**src/rtl/usr_seq_ctrl.sv**
```systemverilog
// Command sequencer for the universal shift register.
// Drives ctrl/d cycle by cycle and reports completion with a done pulse.
module usr_seq_ctrl #(
  parameter int WIDTH = 8,
  parameter int CNT_W = 4
) (
  input  logic             clk,
  input  logic             reset,
  input  logic             cmd_valid,
  output logic             cmd_ready,
  input  logic [1:0]       cmd_op,
  input  logic [WIDTH-1:0] cmd_data,
  input  logic [CNT_W-1:0] cmd_count,
  input  logic             ser_in,
  output logic [1:0]       usr_ctrl,
  output logic [WIDTH-1:0] usr_d,
  input  logic [WIDTH-1:0] usr_q,
  output logic             busy,
  output logic             done,
  output logic [WIDTH-1:0] result
);

  localparam logic [1:0] OP_LOAD = 2'b00;
  localparam logic [1:0] OP_SHL  = 2'b01;
  localparam logic [1:0] OP_SHR  = 2'b10;
  localparam logic [1:0] OP_ROT  = 2'b11;

  typedef enum logic [1:0] {
    IDLE,
    LOAD,
    SHIFT,
    DONE
  } state_t;

  state_t           state, state_nx;
  logic [CNT_W-1:0] cnt, cnt_nx;
  logic [1:0]       op_q;
  logic [WIDTH-1:0] data_q;
  logic [CNT_W-1:0] count_q;
  logic             accept;

  assign accept = cmd_valid && cmd_ready;

  always_ff @(posedge clk or posedge reset) begin
    if (reset) begin
      state <= IDLE;
      cnt   <= '0;
    end else begin
      state <= state_nx;
      cnt   <= cnt_nx;
    end
  end

  always_ff @(posedge clk or posedge reset) begin
    if (reset) begin
      op_q    <= OP_LOAD;
      data_q  <= '0;
      count_q <= '0;
    end else if (accept) begin
      op_q    <= cmd_op;
      data_q  <= cmd_data;
      count_q <= cmd_count;
    end
  end

  always_comb begin
    state_nx = state;
    cnt_nx   = cnt;
    case (state)
      IDLE: begin
        if (accept) begin
          if (cmd_op == OP_LOAD || cmd_op == OP_ROT) begin
            state_nx = LOAD;
          end else if (cmd_count != '0) begin
            state_nx = SHIFT;
            cnt_nx   = cmd_count;
          end else begin
            state_nx = DONE;
          end
        end
      end
      LOAD: begin
        if (op_q == OP_ROT && count_q != '0) begin
          state_nx = SHIFT;
          cnt_nx   = count_q;
        end else begin
          state_nx = DONE;
        end
      end
      SHIFT: begin
        cnt_nx = cnt - CNT_W'(1);
        if (cnt == CNT_W'(1)) state_nx = DONE;
      end
      DONE:    state_nx = IDLE;
      default: state_nx = IDLE;
    endcase
  end

  // Outputs decode registered state; ser_in/usr_q feed usr_d in SHIFT only
  always_comb begin
    cmd_ready = (state == IDLE);
    busy      = (state != IDLE);
    done      = (state == DONE);
    result    = '0;
    usr_ctrl  = 2'b00;
    usr_d     = '0;
    case (state)
      LOAD: begin
        usr_ctrl = 2'b11;
        usr_d    = data_q;
      end
      SHIFT: begin
        case (op_q)
          OP_SHL: begin
            usr_ctrl = 2'b01;
            usr_d[0] = ser_in;
          end
          OP_SHR: begin
            usr_ctrl       = 2'b10;
            usr_d[WIDTH-1] = ser_in;
          end
          default: begin
            usr_ctrl = 2'b01;
            usr_d[0] = usr_q[WIDTH-1];
          end
        endcase
      end
      DONE:    result = usr_q;
      default: ;
    endcase
  end

endmodule

```
**config.mk**
```make
export PLATFORM = sky130hd
export DESIGN_NAME = usr_seq_ctrl
export DESIGN_NICKNAME = d
export VERILOG_FILES = /design/src/rtl/usr_seq_ctrl.sv
export SDC_FILE = /design/constraint.sdc
export NUM_CORES = 1
export LEC_CHECK = 0
export CAP_MARGIN = 30
export CORE_UTILIZATION = 37
export DETAILED_ROUTE_END_ITERATION = 12
export PLACE_DENSITY = 0.69
export SYNTH_ARGS = -nofsm -noshare
export SYNTH_HDL_FRONTEND = slang
export SYNTH_SLANG_ARGS = --single-unit
```
**constraint.sdc**
```tcl
create_clock -name clk -period 3.2 [get_ports clk]
set_input_delay 0.32 -clock clk [delete_from_list [all_inputs] [get_ports clk]]
set_output_delay 0.32 -clock clk [all_outputs]
set_load 0.01 [all_outputs]
```
After elaboration in Yosys (flattened, before gate mapping)
Index checks and enable logic that the tools add are counted.
- register bits: 20
- bits in latches: 0
- memory bits (writable): 0
- bits in read-only memories: 0
- input port bits: 26
- output and inout port bits: 21
- logic and storage cells: 49
- memories: 0
- $add $sub $neg: 1
- multipliers: 0
- divide/modulo/power cells: 0
- magnitude comparators: 0
- equal/unequal tests: 13
- shifts and indexed selects: 0
- muxes and demuxes: 19
- bitwise operators: 0
- reduce and logical (&&, ||, !) cells: 11
- operators by type and width (kind ; count):
    $mux 4 ; 4
    $pmux 4 s3 ; 1
    $eq 2x2->1 const B ; 5
    $mux 2 ; 4
    $mux 8 ; 1
    $pmux 2 s4 ; 1
    $reduce_bool 4->1 ; 2
    $mux 6 ; 1
    $ne 2x2->1 const B ; 3
    $pmux 1 s2 ; 3
    $reduce_and 5->1 ; 1
    $eq 2x1->1 const B ; 2
    $eq 4x1->1 const B ; 1
    $logic_not 2->1 ; 2
    $ne 2x1->1 const B ; 2
    $pmux 2 s2 ; 1
    $sub 4x1->4 const B ; 1
    $mux 1 ; 3
    $reduce_bool 3->1 ; 1
    $logic_and 1x1->1 ; 2
    $reduce_and 2->1 ; 1
    $reduce_bool 2->1 ; 1
    $logic_or 1x1->1 ; 1

Depth between registers and ports, before layout
Gate-level depths: netlist (run 1).
- depth after elaboration: 5
- mapped depth: 6

Worst setup path before layout (run 1)
Ideal clock, no wire load.
- kind: register -> register
- start point: register state[0]
- end point: register cnt[0]
- arrival time: 1.591 ns
- required time: 3.075 ns
- slack: 1.484 ns
- cell stages (with the launch flop): 7
- buffers on the path: 0
- path through: dfrtp_1 -> inv_1 -> ha_1 -> inv_1 -> a31oi_1 -> or3_4 -> mux2_4
- longest elaborated chain between the ends: 4
- elaborated cells on any way between the ends: 11
- classes of those cells: 6 x eq/ne; 1 x mux; 4 x reduce/logical
- RTL lines (item ; line ; source):
    from (decl) ; 35 ; state_t state, state_nx;
    from (signal assigned) ; 49 ; state <= state_nx;
    $logic_not 2->1 * ; 101 ; cmd_ready = (state == IDLE);
    via cmd_ready ; 10 ; output logic cmd_ready,
    $logic_and 1x1->1 ; 42 ; assign accept = cmd_valid && cmd_ready;
    $ne 2x1->1 (no line) ; n/a ;
    $reduce_and 5->1 (no line) ; n/a ;
    to (signal assigned) ; 50 ; cnt <= cnt_nx;
    to (decl) ; 36 ; logic [CNT_W-1:0] cnt, cnt_nx;
Mark *: on every way through the listed nets, which the timed path passes. The rest lies on a longest branch.
A chain may end at the register's enable or synchronous reset.

Final worst setup path (run 1)
- start point: register state[1]
- end point: output usr_d[0]
- longest elaborated chain between the ends: 2
- elaborated cells on any way between the ends: 3
- classes of those cells: 2 x eq/ne; 1 x mux
- RTL lines (item ; line ; source):
    $eq 2x2->1 or $eq 2x1->1 (tied branches) ; 107 ; case (state)
    $pmux 1 s2 * ; 107 ;
    to (decl) ; 16 ; output logic [WIDTH-1:0] usr_d,
Every way passes the cells marked *; elsewhere a longest branch is shown, timed or not.

==> impl_results.rst, run 1 <==
.. list-table::
   :header-rows: 1

   * - Metric
     - Value
   * - Post-CTS clock slew at the launch and capture registers of the worst setup and hold paths
     - approximately 0.11 ns
   * - Final min period
     - approximately 2.4 ns
   * - Number of antenna violations at the first check in global routing
     - 0
   * - Setup violations, final
     - 0
   * - Post-synthesis instance area
     - roughly 0.0013 mm²
   * - Met3 wire len
     - 157 µm
   * - Critical path arrival
     - ~2.1 ns
   * - Mean routed wirelength per cell
     - roughly 14 µm
   * - Max Transition Viols Final
     - 0
   * - Reg2reg start
     - state[0]$_DFFE_PP0P_
   * - Avg Vias per Cell
     - between 4 and 5
   * - Post-cts sizing count
     - 0
   * - Kind of end point of the critical path
     - primary output
   * - Initial DRC Count
     - 21
   * - Layout net count
     - 200
   * - Worst Hold Margin
     - roughly 0.44 ns
   * - Class of the tightest hold or removal check
     - input port to async pin
   * - Delay of the slowest cell on the worst path
     - approximately 0.54 ns
   * - Cell at the root of the clock tree
     - sky130_fd_sc_hd__clkbuf_4
   * - Power density of the placed cells
     - ~970 mW/mm²
   * - Antenna Violating Nets Remaining
     - 0
   * - Post-CTS Setup Bufs
     - 0
   * - Max-cap violation count
     - 0
   * - Max Clk Rate
     - approximately 410 MHz
   * - Fraction of final layout cells sized beyond drive strength 1
     - about 17%
   * - Mapped Avg Cell Area
     - approximately 11 µm²
   * - Via count of the first global-routing pass
     - slightly below 1k
   * - Commonest cells after routing, fill and taps aside
     - sky130_fd_sc_hd__clkdlybuf4s50_1 (46), sky130_fd_sc_hd__dfrtp_1 (20), sky130_fd_sc_hd__mux2_2 (14), sky130_fd_sc_hd__and2_1 (14)
   * - Gr ovfl total
     - 0
   * - Number of H-tree branching levels
     - 1
   * - Antenna cells
     - 0
   * - RSZ-0062 raised after global routing
     - false
   * - Multi-input logic area
     - around 700 µm²
   * - Met1 routed wirelength after detailed routing
     - roughly 1.3 mm
   * - Crit share post-route
     - 75.7%
   * - Fraction of synthesis flops using an asynchronous set or reset pin
     - 100%
   * - Overall power consumption
     - 1.73 mW
   * - Maximum fanout along the worst path
     - 15
   * - Via count
     - a little over 1k
   * - CORE AREA
     - between 0.003 and 0.004 mm²
   * - CTS tree
     - done
   * - List of cells traversed by the critical path
     - inv_1 > ha_1 > a22oi_1 > nor2b_1 > clkdlybuf4s50_1
   * - Count of boundary I/O pins
     - 47
   * - Number of clock sinks
     - 20
   * - Warnings, synthesis
     - 0
   * - Outcome
     - finished clean
   * - Slack of the worst reg-to-reg path
     - 1.29 ns
   * - Buffers on Ports
     - 46
   * - Distinct cells, synth
     - 30
   * - Starting utilization of the core area
     - 40.2%
   * - Die Wd
     - 60.3 µm
   * - Filler cell count in the final layout
     - 294
   * - Endpoints failing hold
     - 0
   * - CP Class
     - flop to primary output
   * - Post-detailed-route DRC marker count
     - 0
   * - Final routed wirelength across all metal layers
     - about 2.8 mm
   * - #FFs+latches synth
     - 20
   * - Clock latency on the worst-skew pair
     - 0.30 ns
   * - Syn Nets
     - about 150
   * - Vert. Die Dim
     - roughly 60 µm
   * - Maximum count of clock buffers along a single path
     - 2
   * - Pin count of the biggest net entering global routing
     - 21
   * - Highest layer used for signal routing
     - met4
   * - Synth-to-Final Area Change
     - 41.8%
   * - Routability congestion estimate
     - slightly above 0.8
   * - Synth Flop Type
     - sky130_fd_sc_hd__dfrtp_1
   * - Detailed placer's ending HPWL
     - roughly 2.2 mm
   * - Max-Slew Margin vs Limit
     - roughly half
   * - Global-route wire length before repair
     - between 4 and 5 mm
   * - Worst Max-Slew Pin Slew
     - between 0.7 and 0.8 ns
   * - Global router's overall resource usage
     - ~17%
   * - Post-layout utilization of the core
     - around 57%
   * - Synthesized instance count
     - roughly 120
   * - Final clock skew
     - between 0.0007 and 0.0008 ns
   * - Area of the die
     - 0.00364 mm²
   * - Worst setup path startpoint
     - state[1]$_DFFE_PP0P_
   * - Launching element type of the critical path
     - flop
   * - Commonest non-fill, non-tap cell in the layout
     - sky130_fd_sc_hd__clkdlybuf4s50_1
   * - Footprint of the flip-flops and latches
     - between 500 and 600 µm²
   * - CTS Buf Count
     - 3
   * - Number of rows created at floorplan
     - 20
   * - Number of enable-type register cells in the synthesized netlist
     - 0
   * - Post-synthesis sequential area ratio
     - about two fifths
   * - Cell type of the slowest stage on the worst timing path
     - sky130_fd_sc_hd__clkdlybuf4s50_1
   * - Peak supply drop
     - roughly 0.47 mV
   * - Wire length on met2
     - 1.34 mm
   * - Cell leakage power
     - between 0.7 and 0.8 nW
   * - Setup TNS after final layout
     - 0 ns
   * - Required time of the critical path
     - between 2 and 3 ns
   * - Hold buffer count at CTS
     - 0
   * - Drt first pass iters
     - 5
cells in the mapped netlist, types with 2 or more instances:
cell type                   n  share of area, %
sky130_fd_sc_hd__dfrtp_1   20                40
sky130_fd_sc_hd__and2_1    14               7.0
sky130_fd_sc_hd__mux2_2    14                13
sky130_fd_sc_hd__ha_1       9               9.0
sky130_fd_sc_hd__inv_1      9               2.7
sky130_fd_sc_hd__nand2_1    5               1.5
sky130_fd_sc_hd__nor2_1     5               1.5
sky130_fd_sc_hd__a21oi_1    4               1.6
sky130_fd_sc_hd__a22oi_1    4               2.4
sky130_fd_sc_hd__mux2_4     4               4.8
sky130_fd_sc_hd__nor2b_1    4               2.0
sky130_fd_sc_hd__a31oi_1    3               1.5
sky130_fd_sc_hd__o21ai_0    3               1.2
sky130_fd_sc_hd__clkbuf_1   2              0.60
sky130_fd_sc_hd__or2_2      2              0.99
sky130_fd_sc_hd__xor2_1     2               1.4
critical path: cells and delay by family (launching register included):
kind,cells,cell delay (ns)
adders and majority gates,1,0.46
and+or+nand+nor,1,0.13
AOI/OAI and AO/OA,1,0.16
DFF,1,0.41
buffers and inverters,2,0.64
layout make-up:
class / count / share of cell area (%)
multi-input combinational: 85 / 39.1
sequential: 20 / 28.1
clock buffer: 4 / 2.04
timing repair buffer: 46 / 25.8
inverter: 9 / 1.89
tap: 44 / 3.09
sequential cells by signal, indices dropped and copies added, names as in the netlist:
name     cells
cnt          4
count_q      4
data_q       8
op_q         2
state        2
power by group:
part | leakage, nW | internal, mW | switching (mW) | total [mW]
clock network | 0.0210 | 0.0695 | 0.0785 | 0.148
registers | 0.237 | 0.388 | 0.107 | 0.495
logic | 0.503 | 0.619 | 0.465 | 1.08
total | 0.761 | 1.08 | 0.650 | 1.73
cell families after synthesis:
group / count (synthesis) / synth area share (%)
AOI/OAI and AO/OA: 21 / 11.2
xor gates and xnor gates: 2 / 1.39
adders and majority gates: 9 / 8.96
buffers and inverters: 13 / 4.78
DFF: 20 / 39.8
muxes: 18 / 17.3
and+or+nand+nor: 35 / 16.5
layer usage:
| metal | up-vias | global-route usage [%] |
|---|---|---|
| met2 | 38 | 27.3 |
| li1 | 497 | - |
| met1 | 491 | 23.1 |
| met5 | - | 0 |
| met3 | 4 | 3.03 |
| met4 | 0 | 6.98 |
final timing paths:
| kind | to | cells after the start |
|---|---|---|
| min in group clk | data_q[6]$_DFFE_PP0P_ | 1 |
| hold reg to reg | data_q[6]$_DFFE_PP0P_ | 1 |
| setup / recovery | usr_d[0] | 5 |
| max in group asynchronous | op_q[1]$_DFFE_PP0P_ | 2 |
| hold / removal | data_q[3]$_DFFE_PP0P_ | 2 |
| setup reg to reg | cnt[2]$_DFFE_PP0P_ | 4 |
stage by stage:
step           std cells  area, µm²  worst slack [ns]
5_1_grt              208       1780             0.568
2_1_floorplan        118       1260              1.48
6_report             208       1780             0.777
3_3_place_gp         204       1750              1.13
4_1_cts              208       1780             0.762
3_5_place_dp         204       1750              1.11
(Power assumes the default switching activity.)
==> run 2, diff against run 1 <==
clock period = 2.4 ns   (was 3.2 ns; I/O delays follow)
==> run 2 against run 1 <==
  * Sequential share of layout area is 0.16 points lower
  * Worst hold slack got worse by 0.067 ns
  * Register-to-register slack lost 0.66 ns
  * Design area rose by 0.56%
  * Critical endpoint is now usr_d[7]
  * Largest cell class unchanged
  * Largest power group unchanged
==> impl_results.rst, run 2 (synthesized netlist as in run 1, its figures left out) <==
.. list-table::
   :header-rows: 1

   * - Metric
     - Value
   * - Outcome
     - finished clean (unchanged)
   * - Kind of end point of the critical path
     - primary output (unchanged)
   * - CORE AREA
     - 0.00313 mm² (unchanged)
   * - CTS tree
     - done (unchanged)
   * - Avg Vias per Cell
     - 4.89 (was 4.95)
   * - Critical path arrival
     - 2.03 ns (was 2.10 ns)
   * - CP Class
     - flop to primary output (unchanged)
   * - CTS Buf Count
     - 3 (unchanged)
   * - Register with the most flip-flops
     - data_q (unchanged)
   * - Antenna Violating Nets Remaining
     - 0 (unchanged)
   * - Setup TNS after final layout
     - 0 ns (unchanged)
   * - Max Transition Viols Final
     - 0 (unchanged)
   * - Global-route wire length before repair
     - 4.85 mm (was 4.62 mm)
   * - Count of placed standard cells in the final layout, fillers left out
     - 208 (unchanged)
   * - Launching element type of the critical path
     - flop (unchanged)
   * - Post-CTS clock slew at the launch and capture registers of the worst setup and hold paths
     - 0.12 ns (was 0.11 ns)
   * - Via count of the first global-routing pass
     - 1030 (was 986)
   * - Number of clock sinks
     - 20 (unchanged)
   * - Buffers on Ports
     - 46 (unchanged)
   * - Endpoints failing hold
     - 0 (unchanged)
   * - Area of the die
     - 0.00364 mm² (unchanged)
   * - Synth-to-Final Area Change
     - 42.6% (was 41.8%)
   * - Max-cap violation count
     - 0 (unchanged)
   * - Filler cell count in the final layout
     - 289 (was 294)
   * - Detailed placer's ending HPWL
     - 2.26 mm (was 2.16 mm)
   * - Commonest cells after routing, fill and taps aside
     - sky130_fd_sc_hd__clkdlybuf4s50_1 (45), sky130_fd_sc_hd__dfrtp_1 (20), sky130_fd_sc_hd__mux2_2 (14), sky130_fd_sc_hd__and2_1 (14), sky130_fd_sc_hd__inv_1 (9) (was sky130_fd_sc_hd__clkdlybuf4s50_1 (46), sky130_fd_sc_hd__dfrtp_1 (20), sky130_fd_sc_hd__mux2_2 (14), sky130_fd_sc_hd__and2_1 (14))
   * - Power density of the placed cells
     - 1300 mW/mm² (was 968 mW/mm²)
   * - Vert. Die Dim
     - 60.3 µm (unchanged)
   * - Total placed cells including tap cells
     - 204 (unchanged)
   * - RSZ-0062 raised after global routing
     - false (unchanged)
   * - Setup violations, final
     - 0 (unchanged)
   * - Final routed wirelength across all metal layers
     - 2.97 mm (was 2.82 mm)
   * - Maximum count of clock buffers along a single path
     - 2 (unchanged)
   * - Global router's overall resource usage
     - 18.1% (was 17.3%)
   * - Post-detailed-route DRC marker count
     - 0 (unchanged)
   * - Peak supply drop
     - 0.570 mV (was 0.472 mV)
   * - Die Wd
     - 60.3 µm (unchanged)
   * - Drt first pass iters
     - 4 (was 5)
   * - Class of the tightest hold or removal check
     - input port to async pin (unchanged)
   * - Number of flip-flops in the largest register
     - 8 (unchanged)
   * - Largest registers
     - data_q (8), cnt (4), count_q (4) (unchanged)
   * - Layout net count
     - 200 (unchanged)
   * - Number of antenna violations at the first check in global routing
     - 0 (unchanged)
   * - Via count
     - 1017 (was 1030)
   * - Cell at the root of the clock tree
     - sky130_fd_sc_hd__clkbuf_4 (unchanged)
   * - Worst Max-Slew Pin Slew
     - 0.784 ns (was 0.747 ns)
   * - Gr ovfl total
     - 0 (unchanged)
   * - Clock latency on the worst-skew pair
     - 0.30 ns (about the same)
   * - Pin count of the biggest net entering global routing
     - 21 (unchanged)
   * - Required time of the critical path
     - 2.16 ns (was 2.88 ns)
   * - Final min period
     - about 2.3 ns
   * - Post-layout utilization of the core
     - 57.3% (was 57.0%)
   * - Cell leakage power
     - 0.773 nW (was 0.761 nW)
   * - Max Clk Rate
     - roughly 440 MHz
   * - Crit share post-route
     - a little over nine tenths
   * - Initial DRC Count
     - 33 (was 21)
   * - Starting utilization of the core area
     - 40.2% (unchanged)
   * - Worst Reg-to-Reg Cells
     - 6 (was 4)
   * - Max-Slew Margin vs Limit
     - 47.7% (was 50.1%)
   * - Routability congestion estimate
     - 0.816 (was 0.809)
   * - Fraction of final layout cells sized beyond drive strength 1
     - 18.9% (was 17.1%)
   * - Number of H-tree branching levels
     - 1 (unchanged)
   * - Count of boundary I/O pins
     - 47 (unchanged)
   * - Post-CTS Setup Bufs
     - 0 (unchanged)
   * - Antenna cells
     - 0 (unchanged)
   * - Overall power consumption
     - 2.33 mW (was 1.73 mW)
   * - Hold buffer count at CTS
     - 0 (unchanged)
   * - Commonest non-fill, non-tap cell in the layout
     - sky130_fd_sc_hd__clkdlybuf4s50_1 (unchanged)
   * - Mean routed wirelength per cell
     - 14.3 µm (was 13.6 µm)
   * - Maximum fanout along the worst path
     - 13 (was 15)
   * - Final clock skew
     - 0.00491 ns (was 0.000748 ns)
   * - Number of rows created at floorplan
     - 20 (unchanged)
[run 2: changes by cell type in the layout (fill, tap and decap cells not counted)]
cell,change
sky130_fd_sc_hd__o21ai_0,-1
sky130_fd_sc_hd__o21ai_1,+1
sky130_fd_sc_hd__ha_2,+3
sky130_fd_sc_hd__ha_1,-3
sky130_fd_sc_hd__dlymetal6s2s_1,+1
sky130_fd_sc_hd__clkdlybuf4s50_1,-1
[run 2: repair_timing]
| item | in CTS | in global routing |
|---|---|---|
| endpoints found under the setup margin | 0 | 5 |
| resized for setup | 0 | 5 |
| hold endpoints to repair | 0 | 0 |
[run 2: worst paths after layout]
| kind | from | slack (ns) | endpoint |
|---|---|---|---|
| max in group asynchronous | reset | 1.55 | cnt[2]$_DFFE_PP0P_ |
| max reg2reg | cnt[1]$_DFFE_PP0P_ | 0.63 | state[1]$_DFFE_PP0P_ |
| max | state[0]$_DFFE_PP0P_ | 0.13 | usr_d[7] |
| min | reset | 0.37 | op_q[0]$_DFFE_PP0P_ |
| min in group clk | data_q[6]$_DFFE_PP0P_ | 0.52 | data_q[6]$_DFFE_PP0P_ |
| min reg2reg | data_q[6]$_DFFE_PP0P_ | 0.52 | data_q[6]$_DFFE_PP0P_ |
[run 2: layer usage]
metal  track usage, %  vias up  share of wire [%]
met1             22.2      478                 46
met3             4.55        2                4.7
li1                 -      504                  -
met4             3.99        0               0.34
met5                0        -                  0
met2             31.6       33                 49
[run 2: report_power, final]
part / switching, mW / internal, mW
Sequential: 0.150 / 0.517
Combinational: 0.622 / 0.840
Clock: 0.110 / 0.0924
Total: 0.882 / 1.45
[run 2: layout make-up]
type	count	area (µm²)	area share, %
multi-input cells	85	704	39.3
well taps	44	55.1	3.07
inverters	9	33.8	1.88
repair buffers	46	463	25.8
flip-flops and latches	20	500	27.9
clock buffers	4	36.3	2.02
[run 2: metrics by stage]
stage               worst slack, ns  hold WS, ns  cell area [µm²]
CTS                          0.0347        0.393             1780
detailed placement            0.394        0.493             1750
finish                        0.127        0.369             1790
floorplan                     0.684        0.204             1260
global placement              0.401        0.482             1750
global route                 0.0166        0.440             1790
[run 2: worst max-delay path, stage by stage (launching register included)]
cell and delay [ns]:
sky130_fd_sc_hd__dfrtp_1 0.44, sky130_fd_sc_hd__inv_1 0.09, sky130_fd_sc_hd__ha_2 0.46, sky130_fd_sc_hd__nor2b_1 0.19, sky130_fd_sc_hd__clkdlybuf4s50_1 0.56
